<file path="config.mk">
export PLATFORM = sky130hd
export DESIGN_NAME = user_proj_timer_array_flat
export DESIGN_NICKNAME = d
export VERILOG_FILES = /design/src/rtl/user_proj_timer_array_if.sv /design/src/rtl/user_proj_timer_array.sv /design/src/flat_wrapper.sv
export SDC_FILE = /design/constraint.sdc
export NUM_CORES = 1
export LEC_CHECK = 0
export BUFFER_PORTS_ARGS = -buffer_cell sky130_fd_sc_hd__buf_2
export CAP_MARGIN = 20
export CORE_MARGIN = 4
export CORE_UTILIZATION = 40
export DETAILED_ROUTE_END_ITERATION = 6
export PLACE_DENSITY_LB_ADDON = 0.15
export SYNTH_ARGS = -nofsm -noshare
export SYNTH_HDL_FRONTEND = slang
export SYNTH_SLANG_ARGS = --single-unit
</file>
<file path="constraint.sdc">
create_clock -name wb_clk_i -period 3.5 [get_ports wb_clk_i]
set_input_delay 0.35 -clock wb_clk_i [delete_from_list [all_inputs] [get_ports wb_clk_i]]
set_output_delay 0.35 -clock wb_clk_i [all_outputs]
set_load 0.005 [all_outputs]
</file>
<file path="src/rtl/user_proj_timer_array_if.sv">
// Wishbone classic bus bundle for the timer array; signal names follow the wrapper's wbs_* ports.
interface user_proj_timer_array_if;
   logic        wbs_cyc_i;
   logic        wbs_stb_i;
   logic        wbs_we_i;
   logic [3:0]  wbs_sel_i;
   logic [31:0] wbs_adr_i;
   logic [31:0] wbs_dat_i;
   logic        wbs_ack_o;
   logic [31:0] wbs_dat_o;

   modport master (
      output wbs_cyc_i, wbs_stb_i, wbs_we_i, wbs_sel_i, wbs_adr_i, wbs_dat_i,
      input  wbs_ack_o, wbs_dat_o
   );

   modport slave (
      input  wbs_cyc_i, wbs_stb_i, wbs_we_i, wbs_sel_i, wbs_adr_i, wbs_dat_i,
      output wbs_ack_o, wbs_dat_o
   );
endinterface

</file>
<file path="src/rtl/user_proj_timer_array.sv">
// NUM_CH down-counting timers with auto-reload, W1C status and IO toggle, plus a GPIO block,
// all behind a single-cycle-latency Wishbone classic slave.
module user_proj_timer_array #(
   parameter int unsigned NUM_CH    = 3,
   parameter int unsigned CNT_W     = 16,
   parameter int unsigned IO_W      = 16,
   parameter logic [31:0] BASE_ADDR = 32'h3000_0000
) (
   input  logic                      wb_clk_i,
   input  logic                      wb_rst_i,
   user_proj_timer_array_if.slave    wbs,
   input  logic [IO_W-1:0]           io_in,
   output logic [IO_W-1:0]           io_out,
   output logic [IO_W-1:0]           io_oeb,
   output logic [NUM_CH-1:0]         irq
);

   function automatic logic [31:0] merge_bytes(input logic [31:0] old_val,
                                               input logic [31:0] wdat,
                                               input logic [3:0]  sel);
      logic [31:0] res;
      res = old_val;
      for (int b = 0; b < 4; b++) begin
         if (sel[b]) res[8*b +: 8] = wdat[8*b +: 8];
      end
      return res;
   endfunction

   logic                          ack_q;
   logic [31:0]                   rdata_q;
   logic [NUM_CH-1:0][3:0]        ctrl_q, ctrl_d;
   logic [NUM_CH-1:0][CNT_W-1:0]  load_q, load_d;
   logic [NUM_CH-1:0][CNT_W-1:0]  count_q, count_d;
   logic [NUM_CH-1:0]             expired_q, expired_d;
   logic [IO_W-1:0]               gpio_out_q, gpio_out_d;
   logic [IO_W-1:0]               gpio_oeb_q, gpio_oeb_d;
   logic [IO_W-1:0]               gpio_in_q;

   logic        hit, req, wr_en, gl_page, ch_hit;
   logic [3:0]  ch_idx;
   logic [1:0]  reg_idx;
   logic [5:0]  gl_idx;
   logic [NUM_CH-1:0] ch_wr;
   logic [31:0] rdata;
   logic        unused_adr;

   assign hit      = wbs.wbs_adr_i[31:9] == BASE_ADDR[31:9];
   // ack_q gating prevents a held strobe from being acked twice in a row
   assign req      = wbs.wbs_cyc_i & wbs.wbs_stb_i & hit & ~ack_q;
   assign wr_en    = req & wbs.wbs_we_i;
   assign gl_page  = wbs.wbs_adr_i[8];
   assign ch_idx   = wbs.wbs_adr_i[7:4];
   assign reg_idx  = wbs.wbs_adr_i[3:2];
   assign gl_idx   = wbs.wbs_adr_i[7:2];
   assign ch_hit   = ~gl_page & (32'(ch_idx) < NUM_CH);
   assign unused_adr = ^wbs.wbs_adr_i[1:0];

   for (genvar g = 0; g < NUM_CH; g++) begin : g_ch
      assign ch_wr[g] = wr_en & ch_hit & (ch_idx == 4'(g));
      assign irq[g]   = expired_q[g] & ctrl_q[g][2];
   end

   always_comb begin
      rdata = '0;
      if (gl_page) begin
         case (gl_idx)
            6'd0:    rdata = 32'(gpio_out_q);
            6'd1:    rdata = 32'(gpio_oeb_q);
            6'd2:    rdata = 32'(gpio_in_q);
            default: rdata = '0;
         endcase
      end else begin
         for (int c = 0; c < NUM_CH; c++) begin
            if (ch_hit && ch_idx == 4'(c)) begin
               case (reg_idx)
                  2'd0:    rdata = 32'(ctrl_q[c]);
                  2'd1:    rdata = 32'(load_q[c]);
                  2'd2:    rdata = 32'(count_q[c]);
                  default: rdata = 32'(expired_q[c]);
               endcase
            end
         end
      end
   end

   // Order matters: W1C, then hardware events, then software writes, so that expiry beats
   // W1C and software writes beat decrement/reload/toggle on the same edge.
   always_comb begin
      ctrl_d     = ctrl_q;
      load_d     = load_q;
      count_d    = count_q;
      expired_d  = expired_q;
      gpio_out_d = gpio_out_q;
      gpio_oeb_d = gpio_oeb_q;
      for (int c = 0; c < NUM_CH; c++) begin
         if (ch_wr[c] && reg_idx == 2'd3 && wbs.wbs_sel_i[0] && wbs.wbs_dat_i[0]) begin
            expired_d[c] = 1'b0;
         end
         if (ctrl_q[c][0]) begin
            if (count_q[c] != '0) begin
               count_d[c] = count_q[c] - CNT_W'(1);
            end else begin
               expired_d[c] = 1'b1;
               if (ctrl_q[c][1]) count_d[c] = load_q[c];
               else              ctrl_d[c][0] = 1'b0;
               if (ctrl_q[c][3]) gpio_out_d[c] = ~gpio_out_q[c];
            end
         end
         if (ch_wr[c]) begin
            case (reg_idx)
               2'd0: ctrl_d[c] = 4'(merge_bytes(32'(ctrl_q[c]), wbs.wbs_dat_i, wbs.wbs_sel_i));
               2'd1: load_d[c] = CNT_W'(merge_bytes(32'(load_q[c]), wbs.wbs_dat_i,
                                                    wbs.wbs_sel_i));
               2'd2: count_d[c] = CNT_W'(merge_bytes(32'(count_q[c]), wbs.wbs_dat_i,
                                                     wbs.wbs_sel_i));
               default: ;
            endcase
         end
      end
      if (wr_en && gl_page) begin
         case (gl_idx)
            6'd0: gpio_out_d = IO_W'(merge_bytes(32'(gpio_out_d), wbs.wbs_dat_i, wbs.wbs_sel_i));
            6'd1: gpio_oeb_d = IO_W'(merge_bytes(32'(gpio_oeb_q), wbs.wbs_dat_i, wbs.wbs_sel_i));
            default: ;
         endcase
      end
   end

   always_ff @(posedge wb_clk_i) begin
      if (wb_rst_i) begin
         ack_q      <= 1'b0;
         rdata_q    <= '0;
         ctrl_q     <= '0;
         load_q     <= '0;
         count_q    <= '0;
         expired_q  <= '0;
         gpio_out_q <= '0;
         gpio_oeb_q <= '1;
         gpio_in_q  <= '0;
      end else begin
         ack_q      <= req;
         rdata_q    <= (req && !wbs.wbs_we_i) ? rdata : '0;
         ctrl_q     <= ctrl_d;
         load_q     <= load_d;
         count_q    <= count_d;
         expired_q  <= expired_d;
         gpio_out_q <= gpio_out_d;
         gpio_oeb_q <= gpio_oeb_d;
         gpio_in_q  <= io_in;
      end
   end

   assign wbs.wbs_ack_o = ack_q;
   assign wbs.wbs_dat_o = rdata_q;
   assign io_out        = gpio_out_q;
   assign io_oeb        = gpio_oeb_q;

endmodule

</file>
<file path="src/flat_wrapper.sv">
// flat-port wrapper written by rule: the top's interface ports become plain ports
module user_proj_timer_array_flat 
#(
   parameter int unsigned NUM_CH    = 3,
   parameter int unsigned CNT_W     = 16,
   parameter int unsigned IO_W      = 16,
   parameter logic [31:0] BASE_ADDR = 32'h3000_0000
)
  (wb_clk_i, wb_rst_i, io_in, io_out, io_oeb, irq, wbs_wbs_cyc_i, wbs_wbs_stb_i, wbs_wbs_we_i, wbs_wbs_sel_i, wbs_wbs_adr_i, wbs_wbs_dat_i, wbs_wbs_ack_o, wbs_wbs_dat_o);
  user_proj_timer_array_if wbs_i ();
  input  logic wb_clk_i;
  input  logic wb_rst_i;
  input  logic [IO_W-1:0] io_in;
  output logic [IO_W-1:0] io_out;
  output logic [IO_W-1:0] io_oeb;
  output logic [NUM_CH-1:0] irq;
  input wire logic [$bits(wbs_i.wbs_cyc_i)-1:0] wbs_wbs_cyc_i;
  input wire logic [$bits(wbs_i.wbs_stb_i)-1:0] wbs_wbs_stb_i;
  input wire logic [$bits(wbs_i.wbs_we_i)-1:0] wbs_wbs_we_i;
  input wire logic [$bits(wbs_i.wbs_sel_i)-1:0] wbs_wbs_sel_i;
  input wire logic [$bits(wbs_i.wbs_adr_i)-1:0] wbs_wbs_adr_i;
  input wire logic [$bits(wbs_i.wbs_dat_i)-1:0] wbs_wbs_dat_i;
  output wire logic [$bits(wbs_i.wbs_ack_o)-1:0] wbs_wbs_ack_o;
  output wire logic [$bits(wbs_i.wbs_dat_o)-1:0] wbs_wbs_dat_o;
  assign wbs_i.wbs_cyc_i = wbs_wbs_cyc_i;
  assign wbs_i.wbs_stb_i = wbs_wbs_stb_i;
  assign wbs_i.wbs_we_i = wbs_wbs_we_i;
  assign wbs_i.wbs_sel_i = wbs_wbs_sel_i;
  assign wbs_i.wbs_adr_i = wbs_wbs_adr_i;
  assign wbs_i.wbs_dat_i = wbs_wbs_dat_i;
  assign wbs_wbs_ack_o = wbs_i.wbs_ack_o;
  assign wbs_wbs_dat_o = wbs_i.wbs_dat_o;
  user_proj_timer_array #(.NUM_CH(NUM_CH), .CNT_W(CNT_W), .IO_W(IO_W), .BASE_ADDR(BASE_ADDR)) u_core (.wb_clk_i(wb_clk_i), .wb_rst_i(wb_rst_i), .wbs(wbs_i), .io_in(io_in), .io_out(io_out), .io_oeb(io_oeb), .irq(irq));
endmodule
</file>
==> flow_summary.yaml <==
outcome:
  status: "complete, no violations"
placement:
  port_buffers: 120
  gp_congestion: 0.9501
  hpwlAfterDp_um: 26640
grt:
  grt_max_degree: 85
  grt_pass1_wl_um: 56570
  grt_pass1_vias: 9260
  grtUsageTotal_pct: 24.99
  antenna_found_initial: 0
  grt.overflow.total: 0
setup_path:
  r2r-end: "u_core.count_q[9]"
  cp_cell_sequence: "inv_1, ha_1, nor3b_2, and3_1, a21oi_1, a2111oi_0, a2111oi_0"
  worst-r2r-cell-count: 7
  critPathKind: "flop to flop"
  cp.arrival_ns: 2.97
  critPathRequiredTime_ns: 3.77
  cp-end-kind: "flop"
  regToRegSetupSlack_ns: 0.80
  cpMostUsedCell: "a2111oi_0"
  cpPeakStageDelay_ns: 0.63
  critPathLaunchType: "flop"
  reg2reg_from: "u_core.count_q[0]"
  slowest_stage: "and3_1"
  path_max_fanout: 16
die:
  die_w_um: 170.3
  ios: 157
  rows: 59
  initial_utilization_pct: 40.55
  die_h_um: 170.3
  dieArea_um2: 29000
  core_um2: 25980
yosys:
  yosysUniqueCellTypes: 83
  syn_avg_cell_area_um2: 8.497
  synth-seq-area-share_pct: 33.44
  ys_seq_elements: 176
  synth-edff-count: 0
  synthArstFlopShare_pct: 0
  syn_area_um2: 10540
  synthCells: 1240
  ys.warnings.count: 0
  synth_ff_type: "dfxtp_1"
timing:
  relSlewSlack_pct: 34.44
  finClkSkew_ns: 0.01442
  setup_viol: 0
  worst_pin_slew_ns: 0.9834
  fin_tns_setup_ns: 0
  report.final.slew_viol_count: 0
  fmax_mhz: 370.3
  fin_crit_ns: 2.701
  rsz0062_at_grt: "false"
  hold_viol_final: 0
  post-route-period-util_pct: 77.16
cts:
  post_cts_buffers: 0
  htreeDepth: 4
  cts_buffer_depth: 2
  clkSlewWorstSetupHoldPaths_ns: 0.09
  cts_tree: "yes"
  hold_buffers: 0
  cts_buffers: 17
  cts_root_buf: "clkbuf_16"
  clk_latency_ns: 0.45
  cts_resized: 0
  cts.sinks: 176
route:
  wl_per_cell_um: 22.31
  wirelength_um: 37110
  viasPerCell: 6.055
  vias: 10070
  drtIter0Drc: 1058
  drc_errors: 0
  drtPass1Iterations: 6
  ant_nets: 0
pwr:
  p_leak_nw: 4.440
  peakVddDrop_mv: 0.2733
  finalPower_mw: 4.331
  power.density_nw_per_um2: 361.4
worst_hold_path:
  min_path_cells: 2
  hp-start: "io_in[10]"
  whs_endpoint: "u_core.gpio_in_q[10]"
  hold_path_class: "input pin to flop"
cells_and_area:
  area_growth_pct: 13.75
  drive_above_1_share_pct: 19.05
  nets: 1408
  final_util_pct: 46.12
  diodes: 0
run:
  max_cap_violations: 0
==> kinds of logic after synthesis <==
| group | Yosys count | synth area share, % |
|---|---|---|
| AND/OR/NAND/NOR | 432 | 24.43 |
| AO/OA/AOI/OAI | 338 | 21.60 |
| flip-flops | 176 | 33.44 |
| buffers and inverters | 151 | 6.579 |
| multiplexers | 131 | 12.86 |
| XOR/XNOR | 7 | 0.5819 |
| adder cells (fa/ha/maj) | 4 | 0.4750 |
| other | 1 | 0.03559 |
==> cells in the final DEF, fill, tap and decap left out, drive strengths merged, types with 7 or more instances in the layout <==
cell	count
and2	8
nor3	20
mux2i	123
a21oi	70
dfxtp	176
o31ai	9
nand4	31
a211oi	40
and3	14
conb	16
nor4b	8
nor2	104
nand3	28
a2111oi	7
o22ai	19
a22oi	40
nor4	32
buf	163
o21ai	72
clkinv	7
nand2b	7
clkbuf	17
nand2	108
or4	7
a311oi	11
o211ai	11
nor2b	32
nor3b	7
inv	35
==> worst max-delay path: cells and delay by family, from the launching register on <==
kind                     cells  cell delay, ns
adder cells (fa/ha/maj)      1            0.24
buffers and inverters        1            0.08
AO/OA/AOI/OAI                3            0.69
flip-flops                   1            0.38
AND/OR/NAND/NOR              2            1.14
==> Yosys cell counts, drive strengths merged (8+ instances only) <==
master / number / area share, %
clkbuf: 74 / 2.6
o21ai: 72 / 3.4
nand4: 31 / 2.0
nor4b: 8 / 1.1
buf: 48 / 2.9
a211oi: 40 / 2.9
inv: 27 / 0.96
nor3: 20 / 1.1
nor2b: 32 / 1.9
nand3: 28 / 1.4
a21oi: 70 / 3.3
nor2: 104 / 3.7
a311oi: 11 / 0.91
dfxtp: 176 / 33
nor4: 32 / 4.5
a22oi: 40 / 2.9
mux2i: 123 / 12
and2: 8 / 0.48
o211ai: 11 / 0.78
and3: 14 / 0.83
o22ai: 19 / 1.1
nand2: 108 / 3.8
o31ai: 9 / 0.64
==> metrics by stage <==
stage               cell area (um2)  hold slack, ns  worst slack, ns  std cells
floorplan                     10590          0.4535            1.388       1255
global placement              11360          0.4791           0.6009       1631
detailed placement            11360          0.4847           0.6023       1631
CTS                           11990         0.09854           0.8441       1663
global route                  11990          0.1125           0.6118       1663
finish                        11990          0.1112           0.7993       1663
==> power by group <==
group	internal, mW	leakage [nW]	switching, mW	total, mW
Sequential	2.01	1.42	0.00259	2.01
Combinational	0.0832	2.72	0.213	0.297
Clock	0.988	0.293	1.03	2.02
==> worst max path at each step <==
stage | startpoint | to | depth (start not counted)
global route | u_core.count_q[0] | u_core.count_q[9] | 7
detailed placement | wbs_wbs_adr_i[2] | u_core.load_q[23] | 6
global placement | wbs_wbs_adr_i[2] | u_core.load_q[21] | 6
finish | u_core.count_q[0] | u_core.count_q[9] | 7
floorplan | wbs_wbs_adr_i[8] | u_core.count_q[2] | 7
CTS | u_core.wbs.wbs_ack_o | u_core.load_q[30] | 6
==> layout make-up <==
class	instances	area, um2
sequential	176	3523
clock inverter	15	196.4
multi-input combinational	928	6386
tap	335	419.2
clock buffer	17	425.4
timing repair buffer	163	925.9
inverter	29	108.9
fill	2617	14000
==> layer usage <==
metal | global-route usage [%] | up-vias | part of all wire [%]
met5 | 0 | - | 0
met4 | 5.486 | 0 | 1.7
met3 | 3.949 | 42 | 6.2
met2 | 39.92 | 385 | 47
met1 | 35.71 | 4896 | 45
li1 | - | 4746 | -
==> flip-flops by register name, summed over array words and instances (netlist names) <==
signal,cells
u_core.expired_q,3
u_core.ctrl_q,12
u_core.io_out,16
u_core.io_oeb,16
u_core.wbs.wbs_ack_o,1
u_core.gpio_in_q,16
u_core.load_q,48
u_core.count_q,48
u_core.wbs.wbs_dat_o,16
(Power assumes the default switching activity.)
